==> src/rtl/imem_pkg.sv <==
// Shared types and helpers for the loadable instruction memory.
package imem_pkg;

   typedef enum logic [1:0] {
      CLEAR = 2'd0,
      LOAD  = 2'd1,
      RUN   = 2'd2
   } imem_state_e;

   localparam int IMEM_NOP_DEFAULT = 0;

   // Pointer width for a memory of 'depth' words; never narrower than 1 bit.
   function automatic int ptr_width(input int depth);
      return (depth < 2) ? 1 : $clog2(depth);
   endfunction

endpackage

==> src/rtl/imem_ram.sv <==
// Instruction storage: one write port, one synchronous read port, no reset.
module imem_ram #(
   parameter int DATA_W = 16,
   parameter int DEPTH  = 256,
   parameter int AW     = 8
) (
   input  logic              clk,
   input  logic              we,
   input  logic [AW-1:0]     waddr,
   input  logic [DATA_W-1:0] wdata,
   input  logic              re,
   input  logic [AW-1:0]     raddr,
   output logic [DATA_W-1:0] rdata
);

   logic [DATA_W-1:0] mem [DEPTH];

   always_ff @(posedge clk) begin
      if (we) mem[waddr] <= wdata;
      if (re) rdata <= mem[raddr];
   end

endmodule

==> src/rtl/instruction_mem_loadable.sv <==
// Instruction memory with power-up clear sweep and streaming program loader.
//
//   state | meaning
//   CLEAR | sweeping NOP_WORD into every word, fetches stalled
//   LOAD  | accepting program words at ptr, fetches stalled
//   RUN   | serving fetches, waiting for load_start
module instruction_mem_loadable
   import imem_pkg::*;
#(
   parameter int                 DATA_W   = 16,
   parameter int                 ADDR_W   = 16,
   parameter int                 DEPTH    = 256,
   parameter logic [DATA_W-1:0]  NOP_WORD = DATA_W'(IMEM_NOP_DEFAULT)
) (
   input  logic                           clk,
   input  logic                           rst,
   input  logic                           load_start,
   input  logic                           load_valid,
   input  logic                           load_last,
   input  logic [DATA_W-1:0]              load_data,
   output logic                           load_ready,
   output logic [ptr_width(DEPTH):0]      load_count,
   input  logic                           fetch_req,
   input  logic [ADDR_W-1:0]              pc_out,
   output logic [DATA_W-1:0]              instr_out,
   output logic                           instr_valid,
   output logic                           fetch_stall,
   output logic                           addr_fault
);

   localparam int                PTR_W    = ptr_width(DEPTH);
   localparam int                CNT_W    = PTR_W + 1;
   localparam logic [PTR_W-1:0]  LAST_PTR = PTR_W'(DEPTH - 1);
   localparam logic [ADDR_W:0]   DEPTH_A  = (ADDR_W + 1)'(DEPTH);

   imem_state_e       state;
   logic [PTR_W-1:0]  ptr;
   logic              nop_sel;
   logic              in_range;
   logic              fetch_accept;
   logic              ram_we;
   logic [DATA_W-1:0] ram_wdata;
   logic              ram_re;
   logic [DATA_W-1:0] ram_rdata;

   // One extra bit so DEPTH == 2**ADDR_W still compares correctly.
   assign in_range     = {1'b0, pc_out} < DEPTH_A;
   assign fetch_accept = fetch_req && (state == RUN) && !load_start;
   assign fetch_stall  = fetch_req && !((state == RUN) && !load_start);

   assign ram_we    = (state == CLEAR) || ((state == LOAD) && load_valid && !load_start);
   assign ram_wdata = (state == CLEAR) ? NOP_WORD : load_data;
   assign ram_re    = fetch_accept && in_range;

   // RAM output has no reset, so faulting fetches and reset select NOP_WORD instead.
   assign instr_out = nop_sel ? NOP_WORD : ram_rdata;

   imem_ram #(
      .DATA_W (DATA_W),
      .DEPTH  (DEPTH),
      .AW     (PTR_W)
   ) u_ram (
      .clk   (clk),
      .we    (ram_we),
      .waddr (ptr),
      .wdata (ram_wdata),
      .re    (ram_re),
      .raddr (pc_out[PTR_W-1:0]),
      .rdata (ram_rdata)
   );

   always_ff @(posedge clk or posedge rst) begin
      if (rst) begin
         state       <= CLEAR;
         ptr         <= '0;
         load_count  <= '0;
         load_ready  <= 1'b0;
         instr_valid <= 1'b0;
         addr_fault  <= 1'b0;
         nop_sel     <= 1'b1;
      end else begin
         instr_valid <= fetch_accept;
         addr_fault  <= fetch_accept && !in_range;
         if (fetch_accept) nop_sel <= !in_range;

         case (state)
            CLEAR: begin
               if (ptr == LAST_PTR) begin
                  state <= RUN;
                  ptr   <= '0;
               end else begin
                  ptr <= ptr + PTR_W'(1);
               end
            end
            RUN: begin
               if (load_start) begin
                  state      <= LOAD;
                  ptr        <= '0;
                  load_count <= '0;
                  load_ready <= 1'b1;
               end
            end
            LOAD: begin
               if (load_start) begin
                  ptr        <= '0;
                  load_count <= '0;
               end else if (load_valid) begin
                  load_count <= load_count + CNT_W'(1);
                  // Pointer stops at the top word rather than wrapping onto word 0.
                  if (load_last || (ptr == LAST_PTR)) begin
                     state      <= RUN;
                     load_ready <= 1'b0;
                  end else begin
                     ptr <= ptr + PTR_W'(1);
                  end
               end
            end
            default: begin
               state      <= CLEAR;
               ptr        <= '0;
               load_ready <= 1'b0;
            end
         endcase
      end
   end

endmodule

==> config.mk <==
export PLATFORM = sky130hd
export DESIGN_NAME = instruction_mem_loadable
export DESIGN_NICKNAME = d
export VERILOG_FILES = /design/src/rtl/imem_pkg.sv /design/src/rtl/imem_ram.sv /design/src/rtl/instruction_mem_loadable.sv
export SDC_FILE = /design/constraint.sdc
export NUM_CORES = 2
export LEC_CHECK = 0
export CORE_AREA = 10 10 768 543
export CTS_CLUSTER_SIZE = 16
export DETAILED_ROUTE_END_ITERATION = 8
export DIE_AREA = 0 0 778 553
export PLACE_DENSITY = 0.53
export SLEW_MARGIN = 15
export SYNTH_ARGS = -nofsm -noshare
export SYNTH_HDL_FRONTEND = slang
export SYNTH_SLANG_ARGS = --single-unit
==> constraint.sdc <==
create_clock -name clk -period 23 [get_ports clk]
set_input_delay 3.45 -clock clk [delete_from_list [all_inputs] [get_ports clk]]
set_output_delay 3.45 -clock clk [all_outputs]
set_load 0.01 [all_outputs]
==> flow_summary.ini <==
[outcome]
status = complete, no violations

[clock_network]
clockBufferDepth = 4
postCtsHoldBufs = 0
postCtsResizedCells = 0
clk_pin_slew_ns = 0.07
clock-sinks = 4135
h-tree-depth = 5
clock_latency_ns = 0.96
numCtsBuffers = 391
ctsRootBufferMaster = clkbuf_16
cts_tree = done
post-cts-setup-buffers = 0

[pwr]
seqPwrFrac = 0.521
pwr-share-comb = 0.082
worst_ir_drop_vdd_mv = 0.0798
p_clk_frac = 0.397
switchingPower_mw = 3.88
switching_share = 0.234
power.leakage_nw = 58.2
p_per_area_mw_per_mm2 = 91.2
intPower_mw = 12.7

[synthesis]
synth_area_mm2 = 0.160
async_reset_ff_frac = 0.00556
synth_edf_count = 4112
syn_inst = 7492
syn_area_per_cell_um2 = 21.4
yosys_warnings = 0
synth-seq-cells = 4135
synth_fp_nets = 7535
netlist-cell-type-count = 68
seq_area_frac_synth = 0.773
synth_flop_cell = edfxtp_1

[sta]
worst_pin_slew_ns = 1.35
min_period_over_period = 0.401
period_needed_ns = 9.22
drv_slew = 0
skew_ns = 0.0603
finalSetupTns_ns = 0
finalSetupViolations = 0
rsz0062_at_grt = no
finalHoldViolCount = 0
holdWs_ns = 0.534
max_slew_margin = 0.0991
fmax_mhz = 108

[global_route]
grt_pass1_wl_mm = 637
track_usage = 0.208
grt_antenna_before_repair = 34
grt_max_degree = 192
overflow = 0
grt_pass1_vias = 78300

[floorplanning]
ios = 67
fp.dieW_um = 778
initial_core_util = 0.399
die_height_um = 553
die_area_mm2 = 0.430
coreArea_mm2 = 0.402
core.rowCount = 195

[placement]
portBuffers = 66
hpwl_mm = 268
place_congestion = 0.848

[setup_path]
cp_common_cell = buf_4
cp-start-kind = input port
cp_top_family = buffers and inverters
critPathSlowestCell = nor4_1
cp_slowest_stage_delay_ns = 0.92
path_class = input port to register
cp_data_required_time_ns = 23.77
cp-end-kind = register
crit_buf_inv = 5
cp_data_arrival_time_ns = 9.99
crit_fanout = 102
crit_path_cell_trace = buf_16 -> buf_4 -> buf_12 -> buf_4 -> buf_4 -> mux2i_1 -> o22ai_1 -> o22ai_1 -> nor4_1 -> nand4_1 -> nor3_2 -> o21ai_1 -> nor3_1

[worst_hold_path]
hold_class = register to register

[final_layout]
mostFrequentLayoutCell = edfxtp_1
drive_gt1_frac = 0.243
nFillCells = 33400
seq_area_mm2 = 0.124
layout_common_cells = edfxtp_1, mux4_2, mux2i_1
multi_input_area_mm2 = 0.0340
layout.nets = 7971
area_growth_pct = 13.3

[routing]
final_antenna_net_count = 0
vias_per_cell = 5.93
drtPass1Iterations = 6
num_vias = 80500
drc = 0
wl_per_cell_um = 33.8
drtIter0Drc = 11300
drt_wl_total_mm = 459

[flow_run]
drv_cap = 0
[through the flow]
step	utilization	cells	cell area, um2	total power, mW	setup WS, ns
detailed placement	0.420	12900	169000	10.2	12.79
global placement	0.420	12800	169000	10.1	12.48
finish	0.452	13600	182000	16.6	13.78
CTS	0.452	13600	182000	16.7	13.79
floorplan	-	7492	160000	9.57	11.96
global route	0.452	13600	182000	17.1	13.30
[sequential cells by signal, summed over array words and instances, names as in the netlist]
signal,count
ptr,8
instr_valid,1
u_ram.rdata,16
u_ram.mem,4096
nop_sel,1
load_ready,1
addr_fault,1
state,2
load_count,9
[final timing paths]
kind | startpoint | endpoint | slack, ns | depth (start not counted)
worst max-delay path | pc_out[0] | u_ram.rdata[11]$_DFFE_PP_ | 13.78 | 13
worst min-delay path | load_ready$_DFFE_PP0P_ | load_ready$_DFFE_PP0P_ | 0.53 | 1
worst max register to register | state[0]$_DFFE_PP0P_ | u_ram.mem[4][15]$_DFFE_PP_ | 18.22 | 5
worst min register to register | load_ready$_DFFE_PP0P_ | load_ready$_DFFE_PP0P_ | 0.53 | 1
max in group asynchronous | rst | ptr[1]$_DFFE_PP0P_ | 19.61 | 2
min in group asynchronous | rst | instr_valid$_DFF_PP0_ | 2.94 | 2
[cell families after synthesis]
family,after synthesis,synth area share
flip-flops,4135,0.773
AND/OR/NAND/NOR,817,0.0242
XOR/XNOR,4,0.000218
multiplexers,1394,0.155
adder cells (fa/ha/maj),5,0.000390
buffers and inverters,472,0.0179
AO/OA/AOI/OAI,665,0.0290
[final cells by class]
type / instances / area share
clock buffers: 468 / 0.0561
flip-flops and latches: 4135 / 0.682
well taps: 5319 / 0.0366
clock inverters: 241 / 0.0143
repair buffers: 489 / 0.0227
diodes: 18 / 0.000248
inverters: 26 / 0.000592
multi-input cells: 2885 / 0.187
[routing by layer]
metal | share of wire | global-route usage
met1 | 0.44 | 0.320
met4 | 0.020 | 0.0417
met2 | 0.43 | 0.294
met5 | 0.000046 | 0
met3 | 0.11 | 0.0589
[cell usage after synthesis, drive strengths merged, types with 12 or more instances]
library cell / n / area, um2
edfxtp: 4112 / 123000
mux4: 870 / 19600
mux2i: 522 / 5230
nor2: 351 / 1320
buf: 265 / 2100
o22ai: 183 / 1160
clkbuf: 181 / 679
nor3: 154 / 771
o221ai: 124 / 1090
a21oi: 86 / 430
nand2: 77 / 289
o21ai: 70 / 350
a211oi: 64 / 480
nor4: 61 / 388
nor2b: 47 / 294
a22o: 41 / 359
and2: 28 / 175
inv: 26 / 97.6
dfrtp: 22 / 551
nand2b: 20 / 125
nand3: 20 / 100
nand4: 16 / 100
a22oi: 15 / 113
a221oi: 12 / 105
o22a: 12 / 105
[power by group through the flow]
stage / clock network, mW / logic (mW) / registers [mW]
after floorplan: 0 / 0.689 / 8.88
after global placement: 0 / 1.32 / 8.79
after detailed placement: 0 / 1.36 / 8.80
after CTS: 6.69 / 1.36 / 8.64
after global routing: 7.00 / 1.42 / 8.64
final: 6.57 / 1.36 / 8.64
(Power assumes the default switching activity.)
